File: src/rtl/alu_pkg.sv
// Shared definitions for the ALU issue path: operation encodings, the queued
// command record and the response-stage state type.
package alu_pkg;

  localparam int ALU_WIDTH = 32;

  typedef enum logic [2:0] {
    ALU_ADD     = 3'b000,
    ALU_ABSDIFF = 3'b001,
    ALU_OR      = 3'b010,
    ALU_AND     = 3'b011,
    ALU_XOR     = 3'b100,
    ALU_MUL     = 3'b101,
    ALU_ILLEGAL = 3'b110,
    ALU_EQ      = 3'b111
  } alu_sel_e;

  typedef struct packed {
    logic [ALU_WIDTH-1:0] in1;
    logic [ALU_WIDTH-1:0] in2;
    alu_sel_e             sel;
  } alu_cmd_t;

  typedef enum logic {
    RSP_EMPTY = 1'b0,
    RSP_FULL  = 1'b1
  } rsp_state_e;

endpackage

File: src/rtl/alu_cmd_fifo.sv
// Synchronous command FIFO with registered occupancy; the head entry is
// visible combinationally so it can feed the ALU in the same cycle.
module alu_cmd_fifo #(
  parameter int DEPTH  = 4,
  parameter int DATA_W = 8
) (
  input  logic                       clk,
  input  logic                       rst,
  input  logic                       i_push,
  input  logic [DATA_W-1:0]          i_wdata,
  input  logic                       i_pop,
  output logic [DATA_W-1:0]          o_head,
  output logic [$clog2(DEPTH):0]     o_count
);

  localparam int PTR_W = $clog2(DEPTH);
  localparam int CNT_W = PTR_W + 1;

  logic [DATA_W-1:0] r_mem [DEPTH];
  logic [PTR_W-1:0]  r_wr_ptr;
  logic [PTR_W-1:0]  r_rd_ptr;
  logic [CNT_W-1:0]  r_count;

  // NOTE: storage is deliberately not reset; only pointers and count define
  // validity, which keeps the array as plain flops/RAM without a reset tree.
  always_ff @(posedge clk) begin
    if (i_push) r_mem[r_wr_ptr] <= i_wdata;
  end

  // Power-of-two depth lets the pointers wrap by natural overflow.
  always_ff @(posedge clk or posedge rst) begin
    if (rst) begin
      r_wr_ptr <= '0;
      r_rd_ptr <= '0;
      r_count  <= '0;
    end else begin
      if (i_push) r_wr_ptr <= r_wr_ptr + PTR_W'(1);
      if (i_pop)  r_rd_ptr <= r_rd_ptr + PTR_W'(1);
      case ({i_push, i_pop})
        2'b10:   r_count <= r_count + CNT_W'(1);
        2'b01:   r_count <= r_count - CNT_W'(1);
        default: r_count <= r_count;
      endcase
    end
  end

  assign o_head  = r_mem[r_rd_ptr];
  assign o_count = r_count;

endmodule

File: src/rtl/alu_issue_queue.sv
// Command queue and issue stage in front of the combinational ALU: buffers
// commands, drives the ALU from the queue head and registers each result.
module alu_issue_queue
  import alu_pkg::*;
#(
  parameter int WIDTH = ALU_WIDTH,
  parameter int DEPTH = 4
) (
  input  logic                   clk,
  input  logic                   rst,
  input  logic                   cmd_valid,
  output logic                   cmd_ready,
  input  logic [WIDTH-1:0]       cmd_in1,
  input  logic [WIDTH-1:0]       cmd_in2,
  input  logic [2:0]             cmd_sel,
  output logic [WIDTH-1:0]       alu_in1,
  output logic [WIDTH-1:0]       alu_in2,
  output logic [2:0]             alu_sel,
  input  logic [WIDTH-1:0]       alu_ans,
  output logic                   rsp_valid,
  input  logic                   rsp_ready,
  output logic [WIDTH-1:0]       rsp_data,
  output logic [2:0]             rsp_sel,
  output logic                   rsp_err,
  output logic [$clog2(DEPTH):0] count
);

  localparam int CNT_W = $clog2(DEPTH) + 1;
  localparam int CMD_W = $bits(alu_cmd_t);

  alu_cmd_t         w_push_cmd;
  alu_cmd_t         w_head;
  logic [CMD_W-1:0] w_head_bits;
  logic             w_push;
  logic             w_issue;
  logic             w_empty;
  logic             w_head_illegal;
  logic             w_drive;

  rsp_state_e       r_state;
  rsp_state_e       w_state_nxt;
  logic [WIDTH-1:0] r_rsp_data;
  alu_sel_e         r_rsp_sel;
  logic             r_rsp_err;

  assign w_push_cmd = '{in1: cmd_in1, in2: cmd_in2, sel: alu_sel_e'(cmd_sel)};
  assign w_head     = alu_cmd_t'(w_head_bits);

  // cmd_ready comes from registered count only, so rsp_ready never reaches it.
  assign cmd_ready      = (count != CNT_W'(DEPTH));
  assign w_empty        = (count == '0);
  assign w_push         = cmd_valid && cmd_ready;
  assign w_issue        = !w_empty && (!rsp_valid || rsp_ready);
  assign w_head_illegal = (w_head.sel == ALU_ILLEGAL);
  assign w_drive        = !w_empty && !w_head_illegal;

  alu_cmd_fifo #(
    .DEPTH  (DEPTH),
    .DATA_W (CMD_W)
  ) u_fifo (
    .clk     (clk),
    .rst     (rst),
    .i_push  (w_push),
    .i_wdata (w_push_cmd),
    .i_pop   (w_issue),
    .o_head  (w_head_bits),
    .o_count (count)
  );

  // The ALU only ever sees a legal, live command; otherwise it idles on zeros.
  assign alu_in1 = w_drive ? w_head.in1 : '0;
  assign alu_in2 = w_drive ? w_head.in2 : '0;
  assign alu_sel = w_drive ? w_head.sel : ALU_ADD;

  // NOTE: state flops take non-blocking assignments so every register samples
  // pre-edge values regardless of process evaluation order.
  always_ff @(posedge clk or posedge rst) begin
    if (rst) r_state <= RSP_EMPTY;
    else     r_state <= w_state_nxt;
  end

  // NOTE: next state is defaulted before the case so no path leaves it
  // unassigned, which would otherwise infer a latch.
  always_comb begin
    w_state_nxt = r_state;
    case (r_state)
      RSP_EMPTY: if (w_issue) w_state_nxt = RSP_FULL;
      RSP_FULL:  if (rsp_ready && !w_issue) w_state_nxt = RSP_EMPTY;
      default:   w_state_nxt = RSP_EMPTY;
    endcase
  end

  always_ff @(posedge clk or posedge rst) begin
    if (rst) begin
      r_rsp_data <= '0;
      r_rsp_sel  <= ALU_ADD;
      r_rsp_err  <= 1'b0;
    end else if (w_issue) begin
      r_rsp_data <= w_head_illegal ? '0 : alu_ans;
      r_rsp_sel  <= w_head.sel;
      r_rsp_err  <= w_head_illegal;
    end
  end

  assign rsp_valid = (r_state == RSP_FULL);
  assign rsp_data  = r_rsp_data;
  assign rsp_sel   = r_rsp_sel;
  assign rsp_err   = r_rsp_err;

endmodule

File: config.mk
export PLATFORM = sky130hd
export DESIGN_NAME = alu_issue_queue
export DESIGN_NICKNAME = d
export VERILOG_FILES = /design/src/rtl/alu_pkg.sv /design/src/rtl/alu_cmd_fifo.sv /design/src/rtl/alu_issue_queue.sv
export SDC_FILE = /design/constraint.sdc
export NUM_CORES = 1
export LEC_CHECK = 0
export ABC_AREA = 1
export CORE_UTILIZATION = 40
export DETAILED_ROUTE_END_ITERATION = 10
export PLACE_DENSITY = 0.66
export SYNTH_ARGS = -nofsm -noshare
export SYNTH_HDL_FRONTEND = slang
export SYNTH_SLANG_ARGS = --single-unit
export TNS_END_PERCENT = 10
File: constraint.sdc
create_clock -name clk -period 5.7 [get_ports clk]
set_input_delay 0.57 -clock clk [delete_from_list [all_inputs] [get_ports clk]]
set_output_delay 0.57 -clock clk [all_outputs]
set_load 0.05 [all_outputs]
==> metrics <==
clock root cell=clkbuf_16; GR Overflow Total=0; CTS max path bufs=3; IO Count=between 200 and 250; die area=between 30000 and 40000 um^2; CTS Sinks=approximately 310; post-CTS sizing=0; Worst Hold End=rsp_data[5]; Mapped Cells=~1100; via/cell ratio=roughly 5; H-tree Lvls=2; Ys Warns=0; outcome=finished clean; sequential share of the synthesized area=between 70% and 80%; R2R setup slack=3.06 ns; core area=around 31000 um^2; Multi-input gate area=roughly 2700 um^2; min-delay worst type=flip-flop to flip-flop; Layout area overhead=28.5%; post-DP HPWL=16600 um; antenna-violating nets left=0; relative slew slack=28.2%; synthesized flop and latch total=312; worst path required time=~5.1 ns; chip height=179 um; Worst setup EP type=output port; Fmax=roughly 210 MHz; Arr. time, crit path=approximately 4.2 ns; Worst Path Max Fanout=47; setup bufs post-CTS=0; Reg area=between 9000 and 10000 um^2; antenna violations before repair=1; hold depth=2; reg2reg path depth=5; Least-Margin Pin Slew=between 1 and 1.5 ns; worst skew pair latency=just over 0.5 ns; Worst Path Class, Setup=flip-flop to output port; worst reg2reg endpoint=u_fifo.r_mem[3][17]; post-layout net count=1378; Die Wd=approximately 180 um; hold buffers post-CTS=0; family with the most delay on the worst path=buffers and inverters; slowest CP cell=dfrtp_2; Final setup violation count=0; Netlist Area Pre-Place=approximately 12000 um^2; most frequent cells in the layout=edfxtp_1 (268), nor2_1 (230), clkdlybuf4s50_1 (210); Total GRT Usage=approximately 18%; via count=8273; Critical Path, Cell by Cell=buf_4, nand2_1, nand2_2, nand3_2, buf_4, nand2_2, buf_4, nor2_1, clkdlybuf4s50_1; number of global-route vias before repair=approximately 8200; RD Place Congestion=approximately 0.76; Setup TNS=0 ns; crit path buf inv count=4; Initial Util=roughly 40%; WL per Instance=16.8 um; CTS tree=done; Synth top area share=approximately 64%; DRT Wirelength=28300 um; top cells by area, synth=edfxtp_1 (64%), dfrtp_1 (8.8%), nor2_1 (7.0%), o21ai_0 (5.2%), nand2_1 (3.7%); DR pass1 iterations=4; CP dominant cell by count=buf_4; Final Max Tran Viols=0; number of core rows=64; Yosys cell types=23; syn avg cell area=11.7 um^2; Buffers on Ports=210; Setup crit start kind=flip-flop; Worst path max stage delay=0.70 ns; Worst-path clk slew=0.06 ns; DR iter-0 viols=approximately 570; Fill cells=between 2000 and 3000; unrepaired setup endpoints after global routing=no; first-pass GRT wire length=approximately 44000 um; most common cell after layout, fill and taps aside=edfxtp_1; Num CTS Buffers=35; min Tclk post-route=approximately 4.7 ns; HP Start=rsp_data[5]; final hold violations=0; layout cells sized above 1=slightly below 6%; reg2reg start=u_fifo.o_count[0]; clock skew=approximately 0.014 ns; area leader, netlist=edfxtp_1; largest net degree at the start of global routing=roughly 110; residual DRC count=0; MaxCap Viol Count=0; Tcrit/Tclk final=a little over four fifths; syn_nets=1176
-- worst max path at each step --
| stage | depth (start not counted) | startpoint | slack (ns) | endpoint |
|---|---|---|---|---|
| after floorplan | 4 | u_fifo.o_count[1] | 0.80 | u_fifo.r_mem[0][0] |
| after detailed placement | 9 | u_fifo.r_rd_ptr[1] | 1.44 | alu_in1[30] |
| after CTS | 9 | u_fifo.r_rd_ptr[1] | 0.90 | alu_in1[30] |
| final | 9 | u_fifo.r_rd_ptr[1] | 0.96 | alu_in2[31] |
| after global placement | 9 | u_fifo.r_rd_ptr[1] | 1.47 | alu_in1[30] |
| after global routing | 10 | u_fifo.r_rd_ptr[0] | 0.66 | alu_in2[4] |
-- layout make-up --
cell class | instances | share of cell area, %
inverters | 115 | 2.70
diodes | 1 | 0.0156
well taps | 396 | 3.09
clock inverters | 18 | 0.920
clock buffers | 44 | 5.86
repair buffers | 225 | 13.9
flip-flops and latches | 312 | 57.0
multi-input cells | 580 | 16.5
-- registers in the layout, summed over array words and instances, names as in the netlist --
register         cells
rsp_data            32
rsp_err              1
u_fifo.o_count       3
rsp_sel              3
u_fifo.r_wr_ptr      2
u_fifo.r_mem       268
rsp_valid            1
u_fifo.r_rd_ptr      2
-- worst min-delay path, cell delays in order (launching register included) --
cell     delay [ns]
dfrtp_1        0.34
nand2_1        0.05
nand2_1        0.05
-- synthesized netlist by cell type --
| master | number |
|---|---|
| o22ai_1 | 64 |
| fa_1 | 1 |
| o21ai_2 | 1 |
| nand3_2 | 1 |
| ha_1 | 5 |
| buf_4 | 4 |
| xnor2_1 | 1 |
| o21ai_0 | 131 |
| nand4_1 | 1 |
| nand2_1 | 124 |
| edfxtp_1 | 268 |
| buf_6 | 5 |
| clkbuf_1 | 34 |
| nand3_1 | 6 |
| a21oi_1 | 2 |
| o21ai_1 | 2 |
| buf_2 | 17 |
| dfrtp_1 | 44 |
| xor2_1 | 3 |
| inv_1 | 114 |
| inv_4 | 1 |
| nand2_2 | 4 |
| nor2_1 | 234 |
-- metrics by stage --
step / hold slack [ns] / instances / util (%) / area (um^2) / setup slack, ns
after floorplan: 0.557 / 1067 / - / 12500 / 0.797
after global placement: 0.461 / 1628 / 48.8 / 15000 / 1.47
after detailed placement: 0.465 / 1628 / 48.8 / 15000 / 1.44
after CTS: 0.481 / 1690 / 52.3 / 16100 / 0.900
after global routing: 0.493 / 1691 / 52.4 / 16100 / 0.665
final: 0.476 / 1691 / 52.4 / 16100 / 0.957
-- logic make-up (layout without fill, tap and decap cells) --
group           after synthesis  after routing  share of synthesized area, %
buf+inv                     175            402                          5.87
flops                       312            312                          73.2
compound gates              200            200                          8.68
other cells                   0              1                             0
xor+xnor                      4              4                         0.280
fa+ha+maj                     6              6                         0.661
simple gates                370            370                          11.3
-- metal layers --
metal	up-vias	GRT usage, %	routed length (um)
met5	-	0	0
met1	3943	23.5	12500
met4	0	5.97	585
met3	44	4.05	1960
met2	258	29.2	13300
li1	4028	-	-
Power is not shown: default switching activity piles up to over one toggle a cycle in this logic, so the estimate is an artifact.
